===== src/rtl/ast_pack_if.sv =====
// Handshake bundle for ast_pack: byte-count input stream in, Avalon-ST packet stream out.
interface ast_pack_if #(
    parameter int BYTE_W  = 8,
    parameter int S       = 8,
    parameter int EMPTY_W = (S == 1) ? 1 : $clog2(S),
    parameter int CNT_W   = $clog2(S) + 1
) ();
    logic [S*BYTE_W-1:0]  in_data_i;
    logic [CNT_W-1:0]     in_cnt_i;
    logic                 in_last_i;
    logic                 in_valid_i;
    logic                 in_ready_o;

    logic [S*BYTE_W-1:0]  ast_source_data_o;
    logic                 ast_source_valid_o;
    logic                 ast_source_ready_i;
    logic                 ast_source_startofpacket_o;
    logic                 ast_source_endofpacket_o;
    logic [EMPTY_W-1:0]   ast_source_empty_o;

    modport slave (
        input  in_data_i, in_cnt_i, in_last_i, in_valid_i,
        output in_ready_o,
        output ast_source_data_o, ast_source_valid_o,
        output ast_source_startofpacket_o, ast_source_endofpacket_o, ast_source_empty_o,
        input  ast_source_ready_i
    );

    modport master (
        output in_data_i, in_cnt_i, in_last_i, in_valid_i,
        input  in_ready_o,
        input  ast_source_data_o, ast_source_valid_o,
        input  ast_source_startofpacket_o, ast_source_endofpacket_o, ast_source_empty_o,
        output ast_source_ready_i
    );
endinterface


===== src/rtl/ast_pack.sv =====
// Packs variable-count byte words into full S-symbol Avalon-ST beats with sop/eop/empty framing.
module ast_pack #(
    parameter int BYTE_W             = 8,
    parameter int AST_SOURCE_SYMBOLS = 8,
    parameter bit AST_SOURCE_ORDER   = 1'b1,
    parameter int AST_SOURCE_EMPTY_W = (AST_SOURCE_SYMBOLS == 1) ? 1 : $clog2(AST_SOURCE_SYMBOLS),
    parameter int IN_CNT_W           = $clog2(AST_SOURCE_SYMBOLS) + 1
) (
    input  logic       clk_i,
    input  logic       srst_i,
    ast_pack_if.slave  bus
);
    localparam int S      = AST_SOURCE_SYMBOLS;
    localparam int FILL_W = $clog2(2 * S) + 1;
    localparam int IDX_W  = (S == 1) ? 1 : $clog2(S);
    localparam logic [FILL_W-1:0] S_F = FILL_W'(S);

    typedef enum logic {FILL_S, FLUSH_S} state_t;

    state_t              state_q, state_d;
    logic [FILL_W-1:0]   fill_q, fill_d;
    logic                sop_pend_q, sop_pend_d;
    logic [BYTE_W-1:0]   buf_q [2*S];
    logic [BYTE_W-1:0]   buf_d [2*S];
    logic [BYTE_W-1:0]   in_bytes [S];

    logic                src_valid, src_eop, out_xfer, in_ready, in_xfer;
    logic [FILL_W-1:0]   push_n, pop_n, base;
    logic [S*BYTE_W-1:0] out_data;

    // Presented beat is decoded purely from registered state, so inputs never reach outputs combinationally.
    always_comb begin
        src_valid = (state_q == FILL_S) ? (fill_q >= S_F) : (fill_q != '0);
        src_eop   = (state_q == FLUSH_S) && (fill_q != '0) && (fill_q <= S_F);
        out_xfer  = src_valid && bus.ast_source_ready_i;
        in_ready  = (state_q == FILL_S) && ((fill_q <= S_F) || out_xfer);
        in_xfer   = bus.in_valid_i && in_ready;
        push_n    = (bus.in_cnt_i > IN_CNT_W'(S)) ? S_F : FILL_W'(bus.in_cnt_i);
        pop_n     = '0;
        if (out_xfer) begin
            pop_n = src_eop ? fill_q : S_F;
        end
        base      = fill_q - pop_n;
        fill_d    = base + (in_xfer ? push_n : '0);
    end

    always_comb begin
        state_d    = state_q;
        sop_pend_d = sop_pend_q;
        if (out_xfer) begin
            sop_pend_d = src_eop;
        end
        case (state_q)
            FILL_S: begin
                if (in_xfer && bus.in_last_i) begin
                    state_d = FLUSH_S;
                end
            end
            FLUSH_S: begin
                if ((out_xfer && src_eop) || (fill_q == '0)) begin
                    state_d = FILL_S;
                end
            end
            default: state_d = FILL_S;
        endcase
    end

    for (genvar gi = 0; gi < S; gi++) begin : g_in
        assign in_bytes[gi] = bus.in_data_i[gi*BYTE_W +: BYTE_W];
    end

    // Pops are always S bytes (an eop pop empties the buffer, so its leftover contents are don't-care).
    for (genvar gi = 0; gi < 2 * S; gi++) begin : g_buf
        logic [FILL_W-1:0] off;
        logic [IDX_W-1:0]  off_idx;
        logic [BYTE_W-1:0] shifted;
        logic              hit;
        assign off     = FILL_W'(gi) - base;
        assign off_idx = off[IDX_W-1:0];
        if (gi + S < 2 * S) begin : g_sh
            assign shifted = out_xfer ? buf_q[gi+S] : buf_q[gi];
        end else begin : g_top
            assign shifted = out_xfer ? '0 : buf_q[gi];
        end
        assign hit        = in_xfer && (FILL_W'(gi) >= base) && (off < push_n);
        assign buf_d[gi]  = hit ? in_bytes[off_idx] : shifted;
    end

    for (genvar gi = 0; gi < S; gi++) begin : g_out
        localparam int SLOT = AST_SOURCE_ORDER ? (S - 1 - gi) : gi;
        assign out_data[SLOT*BYTE_W +: BYTE_W] =
            (src_eop && (FILL_W'(gi) >= fill_q)) ? '0 : buf_q[gi];
    end

    always_ff @(posedge clk_i) begin
        if (srst_i) begin
            state_q    <= FILL_S;
            fill_q     <= '0;
            sop_pend_q <= 1'b1;
        end else begin
            state_q    <= state_d;
            fill_q     <= fill_d;
            sop_pend_q <= sop_pend_d;
        end
    end

    always_ff @(posedge clk_i) begin
        for (int i = 0; i < 2 * S; i++) begin
            buf_q[i] <= buf_d[i];
        end
    end

    assign bus.in_ready_o                 = in_ready;
    assign bus.ast_source_valid_o         = src_valid;
    assign bus.ast_source_data_o          = out_data;
    assign bus.ast_source_startofpacket_o = src_valid && sop_pend_q;
    assign bus.ast_source_endofpacket_o   = src_eop;
    assign bus.ast_source_empty_o         = src_eop ? AST_SOURCE_EMPTY_W'(S_F - fill_q) : '0;
endmodule


===== src/flat_wrapper.sv =====
// flat-port wrapper written by rule: the top's interface ports become plain ports
module ast_pack_flat 
#(
    parameter int BYTE_W             = 8,
    parameter int AST_SOURCE_SYMBOLS = 8,
    parameter bit AST_SOURCE_ORDER   = 1'b1,
    parameter int AST_SOURCE_EMPTY_W = (AST_SOURCE_SYMBOLS == 1) ? 1 : $clog2(AST_SOURCE_SYMBOLS),
    parameter int IN_CNT_W           = $clog2(AST_SOURCE_SYMBOLS) + 1
)
  (clk_i, srst_i, bus_in_data_i, bus_in_cnt_i, bus_in_last_i, bus_in_valid_i, bus_in_ready_o, bus_ast_source_data_o, bus_ast_source_valid_o, bus_ast_source_startofpacket_o, bus_ast_source_endofpacket_o, bus_ast_source_empty_o, bus_ast_source_ready_i);
  ast_pack_if #(.BYTE_W(BYTE_W), .S((8))) bus_i ();
  input  logic clk_i;
  input  logic srst_i;
  input wire logic [$bits(bus_i.in_data_i)-1:0] bus_in_data_i;
  input wire logic [$bits(bus_i.in_cnt_i)-1:0] bus_in_cnt_i;
  input wire logic [$bits(bus_i.in_last_i)-1:0] bus_in_last_i;
  input wire logic [$bits(bus_i.in_valid_i)-1:0] bus_in_valid_i;
  output wire logic [$bits(bus_i.in_ready_o)-1:0] bus_in_ready_o;
  output wire logic [$bits(bus_i.ast_source_data_o)-1:0] bus_ast_source_data_o;
  output wire logic [$bits(bus_i.ast_source_valid_o)-1:0] bus_ast_source_valid_o;
  output wire logic [$bits(bus_i.ast_source_startofpacket_o)-1:0] bus_ast_source_startofpacket_o;
  output wire logic [$bits(bus_i.ast_source_endofpacket_o)-1:0] bus_ast_source_endofpacket_o;
  output wire logic [$bits(bus_i.ast_source_empty_o)-1:0] bus_ast_source_empty_o;
  input wire logic [$bits(bus_i.ast_source_ready_i)-1:0] bus_ast_source_ready_i;
  assign bus_i.in_data_i = bus_in_data_i;
  assign bus_i.in_cnt_i = bus_in_cnt_i;
  assign bus_i.in_last_i = bus_in_last_i;
  assign bus_i.in_valid_i = bus_in_valid_i;
  assign bus_in_ready_o = bus_i.in_ready_o;
  assign bus_ast_source_data_o = bus_i.ast_source_data_o;
  assign bus_ast_source_valid_o = bus_i.ast_source_valid_o;
  assign bus_ast_source_startofpacket_o = bus_i.ast_source_startofpacket_o;
  assign bus_ast_source_endofpacket_o = bus_i.ast_source_endofpacket_o;
  assign bus_ast_source_empty_o = bus_i.ast_source_empty_o;
  assign bus_i.ast_source_ready_i = bus_ast_source_ready_i;
  ast_pack #(.BYTE_W(BYTE_W), .AST_SOURCE_SYMBOLS(AST_SOURCE_SYMBOLS), .AST_SOURCE_ORDER(AST_SOURCE_ORDER), .AST_SOURCE_EMPTY_W(AST_SOURCE_EMPTY_W), .IN_CNT_W(IN_CNT_W)) u_core (.clk_i(clk_i), .srst_i(srst_i), .bus(bus_i));
endmodule

===== config.mk =====
export PLATFORM = sky130hd
export DESIGN_NAME = ast_pack_flat
export DESIGN_NICKNAME = d
export VERILOG_FILES = /design/src/rtl/ast_pack_if.sv /design/src/rtl/ast_pack.sv /design/src/flat_wrapper.sv
export SDC_FILE = /design/constraint.sdc
export NUM_CORES = 1
export LEC_CHECK = 0
export ABC_AREA = 0
export CORE_ASPECT_RATIO = 2
export CORE_MARGIN = 1
export CORE_UTILIZATION = 45
export DETAILED_ROUTE_END_ITERATION = 8
export HOLD_SLACK_MARGIN = 0.05
export PLACE_DENSITY = 0.68
export SLEW_MARGIN = 10
export SYNTH_ARGS = -nofsm -noshare
export SYNTH_HDL_FRONTEND = slang
export SYNTH_SLANG_ARGS = --single-unit

===== constraint.sdc =====
create_clock -name clk_i -period 5.06 [get_ports clk_i]
set_input_delay 0.506 -clock clk_i [delete_from_list [all_inputs] [get_ports clk_i]]
set_output_delay 0.506 -clock clk_i [all_outputs]
set_load 0.01 [all_outputs]

Word level (Yosys, flattened, before mapping)
Memory sizes are Yosys's and may differ from the RTL's.
Cells that the tools add are included.
Storage, ports and cells
  latch bits: 0
  memories: 1
  memory bits (writable): 128
  output and inout port bits: 71
  input port bits: 73
  ROM bits: 0
  register bits after elaboration: 7
Memory list
  u_core.buf_q: words 16, bits a word 8, rd ports 16, clocked after memory_dff 0, write ports 16, line ast_pack.sv:23  | logic [BYTE_W-1:0] buf_q [2*S];
Cells by class
  divide/modulo/power cells: 0
  $mul: 0
  multiplexer cells: 97
  reductions and logical operators: 52
  bitwise gates (word level): 17
  shift-type cells: 0
  add/subtract/negate cells: 19
  eq/ne operators: 0
  magnitude comparators: 59
Operators by type and width (count)
  2-to-1 mux 8 bit: 72
  binary-select mux 8 bit (select 3 bit): 16
  less-than comparator 5 bit: 16
  greater-or-equal comparator 4 bit, second input constant: 16
  inverter 3 -> 4 bit: 16
  logical AND 1 bit: 48
  greater-or-equal comparator 3 x 5 -> 1 bit, first input constant: 8
  greater-or-equal comparator 4 x 5 -> 1 bit, first input constant: 8
  subtractor 4 x 5 -> 5 bit, first input constant: 8
  greater-or-equal comparator 1 x 5 -> 1 bit, first input constant: 4
  greater-or-equal comparator 2 x 5 -> 1 bit, first input constant: 4
  subtractor 3 x 5 -> 5 bit, first input constant: 4
  2-to-1 mux 5 bit: 3
  subtractor 1 x 5 -> 5 bit, first input constant: 2
  subtractor 2 x 5 -> 5 bit, first input constant: 2
  adder 5 bit: 1
  greater-or-equal comparator 5 x 4 -> 1 bit, second input constant: 1
  <= comparator 5 x 4 -> 1 bit, second input constant: 1
  logical NOT 5 bit: 1
  nonzero test 5 bit: 1
  subtractor 5 bit: 1
  > comparator 4 bit, second input constant: 1
  2-to-1 mux 4 bit: 1
  2-to-1 mux 1 bit: 3
  other kinds (5): 6

Depth between registers and ports, before layout
Gate-level depths: netlist of run 1.
  depth in word-level cells: 12
  depth in mapped cells: 23
  mapped depth without buffers: 21

Worst setup path before layout of run 1
No wires, ideal clock.
  path type: register to register
  start point: reg u_core.fill_q[1] (netlist name)
  end point: mem u_core.buf_q[12][0], enable pin
  data required time: 4.676 ns
  library setup time: 0.384 ns
  period minus slack after synthesis: 5.602 ns
  arrival time: 5.218 ns
  cell stages (with the launch flop): 24
  slack: -0.542 ns
  path through: dfxtp_1 inv_1 ha_1 nand2b_1 nor2_1 a211oi_1 and3_1 ha_1 inv_1 fa_1 buf_2 inv_1 ha_1 inv_1 nand2_1 nand2_1 buf_2 inv_1 ha_1 a21oi_1 o21ai_0 a21oi_1 nand2_1 o21ai_0
RTL lines (line)
  end, declared: ast_pack.sv:23

==> flow_summary.json, run 1 <==
{
  "result_of_the_run": "finished clean",
  "initial_antenna_violation_count": 0,
  "synth_top_cell_by_area": "sky130_fd_sc_hd__edfxtp_1",
  "cp-endpoint": "u_core.buf_q[12][6]$_SDFFCE_PN0P_",
  "clk_transition_reported_paths_ns": 0.06,
  "die-height_um": 210,
  "min_period_over_period": 0.946,
  "internal-power_uw": 4520,
  "via_count": 7168,
  "routed_wirelength_mm": 26.5,
  "yosysWarningCount": 0,
  "cp_common_cell": "sky130_fd_sc_hd__inv_1",
  "fp.dieArea_mm2": 0.0222,
  "avgSynthCellArea_um2": 12.3,
  "areaGrowthSynthToFinish_pct": 26.4,
  "yosys.area.top_type_share": 0.395,
  "final_nets": 1068,
  "powerDensity_mw_per_mm2": 583,
  "detail_route.drc_violations": 0,
  "final_common_cell": "sky130_fd_sc_hd__clkdlybuf4s50_1",
  "grt_pass1_wl_mm": 40.0,
  "detail_route.wl_per_cell_um": 21.5,
  "place.detailed.hpwl_mm": 21.0,
  "biggest_cell_delay_along_the_critical_path_ns": 0.64,
  "finalSetupViolations": 0,
  "worstSetupPathDepth": 19,
  "clock_tree.buffer_depth": 2,
  "dr_wl_met2_mm": 14.9,
  "synth-main-ff-cell": "sky130_fd_sc_hd__edfxtp_1",
  "groute.usage.overall": 0.244,
  "setup.worst_path.start": "u_core.fill_q[1]$_SDFF_PP0_",
  "io_pins": 144,
  "period_needed_ns": 4.79,
  "cts-hold-fix-buffers": 0,
  "worst_path_dominant_cell_family": "compound AO/OA/AOI/OAI gates",
  "core_region_area_mm2": 0.0211,
  "seq_power_share": 0.297,
  "cell_rows": 75,
  "routabilityCongestion": 0.892,
  "timing.max_cap.violations": 0,
  "remaining_global_route_overflow": 0,
  "critical_path.max_fanout": 8,
  "grt_start_max_net_pins": 58,
  "route.detailed.vias_per_inst": 5.81,
  "path_cells": "buf_4 -> or3_1 -> a211oi_2 -> and3_1 -> ha_4 -> inv_1 -> fa_2 -> inv_1 -> ha_1 -> inv_1 -> nand2_1 -> nand2_2 -> inv_1 -> ha_1 -> a21oi_1 -> o21ai_0 -> a21oi_1 -> nand2_1 -> o21ai_2",
  "timing.final.max_slew_violations": 0,
  "r2r_cells": 19,
  "route.layer.met1.wl_mm": 9.42,
  "worstReg2RegEnd": "u_core.buf_q[12][6]$_SDFFCE_PN0P_",
  "cp_data_required_time_ns": 5.12,
  "path_class": "reg -> reg",
  "arrival_time_of_the_worst_setup_path_ns": 4.85,
  "synth_cell_type_count": 59,
  "critPathBufInv": 5,
  "initial_core_util": 0.461,
  "irDropWorstVdd_v": 0.000376,
  "timing.hold.worst.class": "reg -> reg",
  "timing.setup.tns_ns": 0,
  "clk-insertion-delay-late_ns": 0.43,
  "endpoint_kind_of_the_worst_setup_timing_path": "register",
  "routed.top_layer": "met4",
  "syn_inst": 789,
  "detail-route-antenna-nets": 0,
  "io_buffers": 143,
  "rr_startpoint": "u_core.fill_q[1]$_SDFF_PP0_",
  "first_iter_violations": 445,
  "finalHoldViolCount": 0,
  "firstDrtPassIters": 5,
  "netsw_uw": 2640,
  "cts_inserted_buffers": 17,
  "regToRegSetupSlack_ns": 0.27,
  "startpoint_type": "register",
  "fmaxAchievable_mhz": 209,
  "vias_in_the_first_global_route": 7220,
  "syn-cell-area_mm2": 0.00972,
  "swShare": 0.369,
  "combPwrFrac": 0.526,
  "drive_gt1_frac": 0.284,
  "htreeDepth": 4,
  "whs_ns": 0.487,
  "skew_ns": 0.0108,
  "wl_met3_um": 908,
  "synth-seq-cells": 135,
  "insertedDiodeCount": 0,
  "layout.cells.most_common_list": "143 x sky130_fd_sc_hd__clkdlybuf4s50_1, 128 x sky130_fd_sc_hd__edfxtp_1, 112 x sky130_fd_sc_hd__mux2_2, 69 x sky130_fd_sc_hd__nand2_1, 64 x sky130_fd_sc_hd__mux4_2",
  "tritoncts_clock_tree": "yes",
  "timing.slew.headroom": 0.377,
  "synth_top_cells_by_area": "sky130_fd_sc_hd__edfxtp_1 40%, sky130_fd_sc_hd__mux4_2 15%, sky130_fd_sc_hd__mux2_2 13%",
  "total_leakage_power_uw": 0.00452,
  "die_width_um": 106,
  "clock_sink_count": 135,
  "synth-async-reset-ratio": 0,
  "synth_sequential_area_ratio": 0.410,
  "critical-path-slowest-cell": "sky130_fd_sc_hd__fa_2",
  "syn-num-nets": 905,
  "number_of_enable_flip_flop_cells_after_synthesis": 128,
  "tightest_slew_ns": 0.932,
  "clock_tree.root_cell": "sky130_fd_sc_hd__clkbuf_16",
  "power_frac_clock": 0.177
}
-- how the worst min path moves through the flow --
stage	start	end	cells past startpoint
global placement	u_core.sop_pend_q$_SDFFE_PP1P_	u_core.sop_pend_q$_SDFFE_PP1P_	1
floorplan	u_core.sop_pend_q$_SDFFE_PP1P_	u_core.sop_pend_q$_SDFFE_PP1P_	1
finish	u_core.sop_pend_q$_SDFFE_PP1P_	u_core.sop_pend_q$_SDFFE_PP1P_	1
CTS	u_core.sop_pend_q$_SDFFE_PP1P_	u_core.sop_pend_q$_SDFFE_PP1P_	1
global route	u_core.sop_pend_q$_SDFFE_PP1P_	u_core.sop_pend_q$_SDFFE_PP1P_	1
detailed placement	u_core.sop_pend_q$_SDFFE_PP1P_	u_core.sop_pend_q$_SDFFE_PP1P_	1
-- registers in the layout (all words and copies together), names as in the netlist --
signal             count
u_core.state_q         1
u_core.fill_q          5
u_core.sop_pend_q      1
u_core.buf_q         128
-- per-layer routing --
layer | vias up | GRT usage
li1 | 3312 | -
met1 | 3571 | 0.258
met2 | 241 | 0.462
met3 | 44 | 0.0261
met4 | 0 | 0.139
met5 | - | 0
-- what timing repair did --
item                                    CTS  global route
buffers inserted                          0             3
endpoints found under the setup margin    0           104
gates resized for setup                   0            11
-- stage by stage --
stage | worst slack, ns | util | area [µm²] | total power [µW] | cells
3_3_place_gp | 0.308 | 0.551 | 11600 | 5800 | 1199
2_1_floorplan | 0.0313 | - | 9750 | 4400 | 789
5_1_grt | -0.0137 | 0.582 | 12300 | 7540 | 1234
4_1_cts | 0.113 | 0.579 | 12200 | 7130 | 1231
6_report | 0.271 | 0.582 | 12300 | 7160 | 1234
3_5_place_dp | 0.145 | 0.551 | 11600 | 5850 | 1199
-- cells by family (layout without fill, tap and decap cells) --
| kind of cell | count (synthesis) | in the layout | synth area share |
|---|---|---|---|
| AO/OA/AOI/OAI | 88 | 88 | 0.0571 |
| flip-flops | 135 | 135 | 0.410 |
| multiplexers | 176 | 176 | 0.278 |
| AND/OR/NAND/NOR | 264 | 264 | 0.152 |
| XOR/XNOR | 17 | 17 | 0.0176 |
| adder cells (fa/ha/maj) | 44 | 44 | 0.0579 |
| buffers and inverters | 65 | 241 | 0.0278 |
-- synthesized netlist by cell type, types with 3 or more instances --
cell type	n
sky130_fd_sc_hd__clkbuf_1	15
sky130_fd_sc_hd__nand2_1	75
sky130_fd_sc_hd__buf_1	6
sky130_fd_sc_hd__o21ai_0	17
sky130_fd_sc_hd__ha_1	41
sky130_fd_sc_hd__and3_1	3
sky130_fd_sc_hd__dfxtp_1	7
sky130_fd_sc_hd__a21o_1	8
sky130_fd_sc_hd__edfxtp_1	128
sky130_fd_sc_hd__nor3_1	5
sky130_fd_sc_hd__xnor2_1	14
sky130_fd_sc_hd__nor2b_1	55
sky130_fd_sc_hd__and2_1	45
sky130_fd_sc_hd__mux4_2	64
sky130_fd_sc_hd__mux2_2	112
sky130_fd_sc_hd__or3_1	3
sky130_fd_sc_hd__nor3b_1	24
sky130_fd_sc_hd__nand2b_1	6
sky130_fd_sc_hd__a21oi_1	38
sky130_fd_sc_hd__nand3_1	8
sky130_fd_sc_hd__nor4_1	3
sky130_fd_sc_hd__inv_1	27
sky130_fd_sc_hd__buf_2	15
sky130_fd_sc_hd__nor2_1	21
sky130_fd_sc_hd__a211oi_1	3
sky130_fd_sc_hd__a2111oi_0	3
-- power groups by stage --
stage	Sequential, µW	Combinational [µW]	Clock, µW
6_report	2130	3760	1270
3_3_place_gp	2140	3660	0
3_5_place_dp	2160	3700	0
4_1_cts	2130	3730	1270
5_1_grt	2170	4060	1310
2_1_floorplan	2070	2330	0
-- final cells by class --
cell class,count,area (µm²)
inverters,27,101
multi-input cells,589,5560
fillers,1753,8820
well taps,269,337
repair buffers,182,1720
clock inverters,14,164
clock buffers,18,429
flip-flops and latches,135,3980
(Power assumes the default switching activity.)
==> run 2, diff against run 1 <==
Settings changed: PLACE_DENSITY 0.68 to 0.65.
Clock period 5.06 ns to 5.95 ns, I/O delays scaled along.
==> run 2 against run 1 <==
Net effect: die area is the same; via count shrank 0.56%; clock skew down 0.0038 ns; design area decreased by 1.5%; critical path depth up 2; register-to-register slack better by 0.15 ns; critical endpoint is now u_core.buf_q[0][5]$_DFFE_PP_; sequential share of layout area rose by 0.48 points.
==> flow_summary.json, run 2 (synthesis results as in run 1) <==
{
  "result_of_the_run": "finished clean",
  "startpoint_type": "register",
  "timing.final.max_slew_violations": 0,
  "htreeDepth": 4,
  "period_needed_ns": 5.53,
  "layout.cells.most_common_list": "143 x sky130_fd_sc_hd__clkdlybuf4s50_1, 128 x sky130_fd_sc_hd__edfxtp_1, 112 x sky130_fd_sc_hd__mux2_2, 73 x sky130_fd_sc_hd__nand2_1, 64 x sky130_fd_sc_hd__mux4_2",
  "via_count": 7128,
  "groute.usage.overall": 0.249,
  "arrival_time_of_the_worst_setup_path_ns": 5.65,
  "min_path_cells": 1,
  "die-height_um": 210,
  "routed_wirelength_mm": 26.6,
  "finalSetupViolations": 0,
  "cp_data_required_time_ns": 6.07,
  "fin_total_pwr_uw": 6000,
  "number_of_flip_flops_in_the_largest_register": 128,
  "routabilityCongestion": 0.902,
  "io_buffers": 143,
  "endpoint_kind_of_the_worst_setup_timing_path": "register",
  "drive_gt1_frac": 0.255,
  "cts_repair_resize_count": 0,
  "io_pins": 144,
  "timing.max_cap.violations": 0,
  "initial_antenna_violation_count": 0,
  "detail_route.drc_violations": 0,
  "critical_path.max_fanout": 18,
  "fp.dieArea_mm2": 0.0222,
  "cts-hold-fix-buffers": 0,
  "cts_inserted_buffers": 17,
  "dp_worst_setup_slack_ns": 0.261,
  "timing.slew.headroom": 0.419,
  "finalHoldViolCount": 0,
  "total_leakage_power_uw": 0.00443,
  "largest-register": "u_core.buf_q",
  "detail-route-antenna-nets": 0,
  "remaining_global_route_overflow": 0,
  "final_common_cell": "sky130_fd_sc_hd__clkdlybuf4s50_1",
  "worstReg2RegEnd": "u_core.buf_q[0][5]$_DFFE_PP_",
  "detail_route.wl_per_cell_um": 21.9,
  "final_nets": 1046,
  "reg.largest.list": "u_core.buf_q (128), u_core.fill_q (5)",
  "clock_tree.buffer_depth": 2,
  "areaGrowthSynthToFinish_pct": 24.6,
  "timing.hold.worst.class": "reg -> reg",
  "min_delay_worst_endpoint": "u_core.sop_pend_q$_SDFFE_PP1P_",
  "irDropWorstVdd_v": 0.000263,
  "grt_pass1_wl_mm": 40.5,
  "clk_transition_reported_paths_ns": 0.06,
  "regToRegSetupSlack_ns": 0.42,
  "tritoncts_clock_tree": "yes",
  "grt_start_max_net_pins": 50,
  "clock_tree.root_cell": "sky130_fd_sc_hd__clkbuf_16",
  "core_region_area_mm2": 0.0211,
  "final_core_utilization": 0.574,
  "route.detailed.vias_per_inst": 5.88,
  "clk-insertion-delay-late_ns": 0.44,
  "initial_core_util": 0.461,
  "firstDrtPassIters": 6,
  "die_width_um": 106,
  "place.detailed.hpwl_mm": 20.8,
  "min_from": "u_core.sop_pend_q$_SDFFE_PP1P_",
  "cell_rows": 75,
  "fillerInstances": 1773,
  "vias_in_the_first_global_route": 7162,
  "powerDensity_mw_per_mm2": 495,
  "first_iter_violations": 454,
  "tightest_slew_ns": 0.869,
  "timing.final.ws_setup_ns": 0.422,
  "rr_startpoint": "u_core.fill_q[1]$_SDFF_PP0_",
  "path_class": "reg -> reg",
  "post-cts-setup-buffers": 0,
  "timing.setup.tns_ns": 0,
  "clock_sink_count": 135,
  "skew_ns": 0.00699,
  "min_period_over_period": 0.929,
  "rsz0062_at_grt": "false",
  "fmaxAchievable_mhz": 181,
  "r2r_cells": 21
}
[run 2: cell count changes in the layout (fill, tap and decap cells not counted), sizes merged]
cell / delta
diode: +1
clkinvlp: -2
buf: -22
clkinv: +1
inv: -1
bufinv: +2
[run 2: how the worst max path moves through the flow]
stage / from / cells after the start / to / slack, ns
after detailed placement: u_core.fill_q[1]$_SDFF_PP0_ / 21 / u_core.buf_q[0][6]$_DFFE_PP_ / 0.26
after global placement: u_core.fill_q[1]$_SDFF_PP0_ / 21 / u_core.buf_q[0][0]$_DFFE_PP_ / 0.50
final: u_core.fill_q[1]$_SDFF_PP0_ / 21 / u_core.buf_q[0][5]$_DFFE_PP_ / 0.42
after CTS: u_core.fill_q[1]$_SDFF_PP0_ / 21 / u_core.buf_q[0][5]$_DFFE_PP_ / 0.19
after floorplan: u_core.fill_q[1]$_SDFF_PP0_ / 23 / u_core.buf_q[12][0]$_SDFFCE_PN0P_ / 0.35
after global routing: u_core.fill_q[1]$_SDFF_PP0_ / 21 / u_core.buf_q[0][5]$_DFFE_PP_ / 0.02
[run 2: cell type report]
class                   instances  area [µm²]  area share
flip-flops and latches        135        3980       0.329
clock buffers                  18         429      0.0354
clock inverters                14         193      0.0159
well taps                     269         337      0.0278
repair buffers                160        1560       0.129
inverters                      27         101     0.00837
diodes                          1        2.50    0.000207
multi-input cells             589        5510       0.455
[run 2: where the power goes]
group	switching [µW]	leakage, µW	internal [µW]
sequential	120	0.00129	1690
clock	432	0.000301	704
combinational	1620	0.00283	1430
total	2170	0.00443	3830
[run 2: per-stage QoR]
step           hold WS, ns  std cells  instance area [µm²]
3_3_place_gp         0.490       1180                11500
4_1_cts              0.486       1212                12100
6_report             0.484       1213                12100
3_5_place_dp         0.473       1180                11500
5_1_grt              0.519       1212                12100
2_1_floorplan        0.427        789                 9720
[run 2: worst max-delay path, cell delays in order (launching register included)]
cell	delay (ns)
sky130_fd_sc_hd__dfxtp_1	0.50
sky130_fd_sc_hd__inv_1	0.14
sky130_fd_sc_hd__ha_1	0.26
sky130_fd_sc_hd__nand2b_1	0.18
sky130_fd_sc_hd__nor2_1	0.07
sky130_fd_sc_hd__a211oi_2	0.28
sky130_fd_sc_hd__and3_1	0.26
sky130_fd_sc_hd__ha_4	0.14
sky130_fd_sc_hd__inv_1	0.05
sky130_fd_sc_hd__fa_2	0.69
sky130_fd_sc_hd__inv_1	0.14
sky130_fd_sc_hd__ha_1	0.24
sky130_fd_sc_hd__inv_1	0.12
sky130_fd_sc_hd__nand2_1	0.07
sky130_fd_sc_hd__nand2_1	0.08
sky130_fd_sc_hd__buf_4	0.26
sky130_fd_sc_hd__ha_1	0.30
sky130_fd_sc_hd__a21oi_1	0.12
sky130_fd_sc_hd__o21ai_0	0.12
sky130_fd_sc_hd__a2111oi_0	0.58
sky130_fd_sc_hd__o21ai_2	0.32
sky130_fd_sc_hd__nand2_2	0.28
[run 2: routing by layer]
layer	GRT usage	vias to the layer above	routed length (µm)	part of all wire
met5	0	-	0	0
met4	0.134	0	1230	0.046
met3	0.0295	49	1040	0.039
met2	0.466	249	14800	0.56
met1	0.267	3553	9520	0.36
li1	-	3277	-	-
==> run 3, diff against run 2 <==
Settings changed: PLACE_DENSITY 0.65 to 0.68, SKIP_CTS_REPAIR_TIMING set to 1.
Clock period 5.95 ns to 4.6 ns, I/O delays scaled along.
==> run 3 against run 2 <==
Net effect: fmax rose by 27%; first-iteration DRC count decreased by 21%; register-to-register slack worse by 0.18 ns; setup slack got worse by 0.18 ns; critical path type unchanged; cell count grew 3.7%; routed wire length grew 3.9%; largest power group unchanged; sequential share of layout area decreased by 1.0 points.
==> flow_summary.json, run 3 (synthesis results as in run 1) <==
{
  "internal-power_uw": 4970,
  "final_core_utilization": 0.593,
  "wl_met3_um": 999,
  "io_buffers": 143,
  "fin_total_pwr_uw": 7970,
  "timing.final.max_slew_violations": 0,
  "critical_path.max_fanout": 14,
  "power_frac_clock": 0.164,
  "netsw_uw": 3000,
  "powerDensity_mw_per_mm2": 637,
  "largest-register": "u_core.buf_q",
  "irDropWorstVdd_v": 0.000347,
  "clk_transition_reported_paths_ns": 0.07,
  "finalHoldViolCount": 0,
  "areaGrowthSynthToFinish_pct": 28.7,
  "first_iter_violations": 359,
  "fp.dieArea_mm2": 0.0222,
  "rsz0062_at_grt": "false",
  "dr_wl_met2_mm": 15.8,
  "routed_wirelength_mm": 27.6,
  "min_period_over_period": 0.948,
  "reg.largest.list": "u_core.buf_q (128), u_core.fill_q (5)",
  "timing.hold.worst.class": "reg -> reg",
  "layout.cells.most_common_list": "143 x sky130_fd_sc_hd__clkdlybuf4s50_1, 128 x sky130_fd_sc_hd__edfxtp_1, 111 x sky130_fd_sc_hd__mux2_2, 67 x sky130_fd_sc_hd__nand2_1, 64 x sky130_fd_sc_hd__mux4_2",
  "seq_power_share": 0.292,
  "startpoint_type": "register",
  "place.detailed.hpwl_mm": 22.0,
  "timing.setup.tns_ns": 0,
  "combPwrFrac": 0.544,
  "detail-route-antenna-nets": 0,
  "remaining_global_route_overflow": 0,
  "die-height_um": 210,
  "finalSetupViolations": 0,
  "detail_route.drc_violations": 0,
  "result_of_the_run": "finished clean",
  "endpoint_kind_of_the_worst_setup_timing_path": "register",
  "firstDrtPassIters": 5,
  "groute.usage.overall": 0.257,
  "die_width_um": 106,
  "cp_data_required_time_ns": 4.79,
  "final_nets": 1092,
  "io_pins": 144,
  "grt_pass1_wl_mm": 41.9,
  "core_region_area_mm2": 0.0211,
  "total_leakage_power_uw": 0.00462,
  "insertedDiodeCount": 0,
  "drive_gt1_frac": 0.316,
  "route.detailed.vias_per_inst": 5.88,
  "route.layer.met1.wl_mm": 9.53,
  "skew_ns": 0.0127,
  "initial_antenna_violation_count": 0,
  "tightest_slew_ns": 0.885,
  "period_needed_ns": 4.36,
  "detail_route.wl_per_cell_um": 21.9,
  "cell_rows": 75,
  "path_class": "reg -> reg",
  "timing.max_cap.violations": 0,
  "clock_sink_count": 135,
  "clock_tree.root_cell": "sky130_fd_sc_hd__clkbuf_16",
  "postLayoutCellArea_mm2": 0.0125,
  "post_dp_cell_area_mm2": 0.0119,
  "regToRegSetupSlack_ns": 0.24,
  "timing.slew.headroom": 0.409,
  "grt_start_max_net_pins": 46,
  "vias_in_the_first_global_route": 7465,
  "initial_core_util": 0.461,
  "via_count": 7392,
  "tritoncts_clock_tree": "yes",
  "swShare": 0.376,
  "htreeDepth": 4,
  "clk-insertion-delay-late_ns": 0.44,
  "cts_inserted_buffers": 17,
  "clock_tree.buffer_depth": 2,
  "fmaxAchievable_mhz": 229,
  "number_of_flip_flops_in_the_largest_register": 128,
  "final_common_cell": "sky130_fd_sc_hd__clkdlybuf4s50_1",
  "routabilityCongestion": 0.909,
  "routed.top_layer": "met4",
  "arrival_time_of_the_worst_setup_path_ns": 4.55
}
[run 3: layout make-up]
cell class	count	area (µm²)
clock inverter	15	136
multi-input combinational	590	5630
fill	1757	8600
sequential	135	3990
tap	269	337
clock buffer	17	425
timing repair buffer	205	1900
inverter	27	105
[run 3: stage by stage]
| step | cells | worst slack [ns] | hold slack, ns |
|---|---|---|---|
| detailed placement | 1219 | -0.0303 | 0.452 |
| CTS | 1251 | -0.0509 | 0.468 |
| global route | 1258 | 0.00431 | 0.515 |
| finish | 1258 | 0.241 | 0.468 |
| global placement | 1219 | 0.132 | 0.454 |
| floorplan | 789 | 0.0190 | 0.427 |
[run 3: worst max-delay path, cell delays in order (launching register included)]
cell and delay [ns]:
sky130_fd_sc_hd__dfxtp_2 0.34, sky130_fd_sc_hd__inv_1 0.06, sky130_fd_sc_hd__ha_2 0.22, sky130_fd_sc_hd__nand2b_4 0.09, sky130_fd_sc_hd__nor2_1 0.07, sky130_fd_sc_hd__a211oi_4 0.27, sky130_fd_sc_hd__and3_4 0.25, sky130_fd_sc_hd__ha_4 0.13
sky130_fd_sc_hd__inv_1 0.05, sky130_fd_sc_hd__fa_2 0.61, sky130_fd_sc_hd__buf_4 0.27, sky130_fd_sc_hd__nor2_1 0.13, sky130_fd_sc_hd__nand2b_1 0.20, sky130_fd_sc_hd__ha_1 0.28, sky130_fd_sc_hd__a21oi_1 0.25, sky130_fd_sc_hd__nor2b_1 0.12
sky130_fd_sc_hd__nor4b_4 0.21, sky130_fd_sc_hd__buf_4 0.21, sky130_fd_sc_hd__mux2_2 0.36
[run 3: worst paths after layout]
kind,cells past startpoint,end,startpoint
worst max-delay path,18,u_core.buf_q[5][0]$_DFFE_PP_,u_core.fill_q[0]$_SDFF_PP0_
worst min register to register,1,u_core.sop_pend_q$_SDFFE_PP1P_,u_core.sop_pend_q$_SDFFE_PP1P_
worst max register to register,18,u_core.buf_q[5][0]$_DFFE_PP_,u_core.fill_q[0]$_SDFF_PP0_
worst min-delay path,1,u_core.sop_pend_q$_SDFFE_PP1P_,u_core.sop_pend_q$_SDFFE_PP1P_
[run 3: power groups by stage]
| stage | logic, µW | registers, µW | clock network [µW] |
|---|---|---|---|
| 4_1_cts | 4290 | 2330 | 1330 |
| 3_3_place_gp | 4200 | 2340 | 0 |
| 6_report | 4340 | 2330 | 1300 |
| 5_1_grt | 4660 | 2380 | 1370 |
| 3_5_place_dp | 4250 | 2360 | 0 |
| 2_1_floorplan | 2610 | 2280 | 0 |
[run 3: metal layers]
layer,track usage,up-vias
met4,0.133,0
met1,0.260,3696
li1,-,3362
met5,0,-
met2,0.498,271
met3,0.0366,63
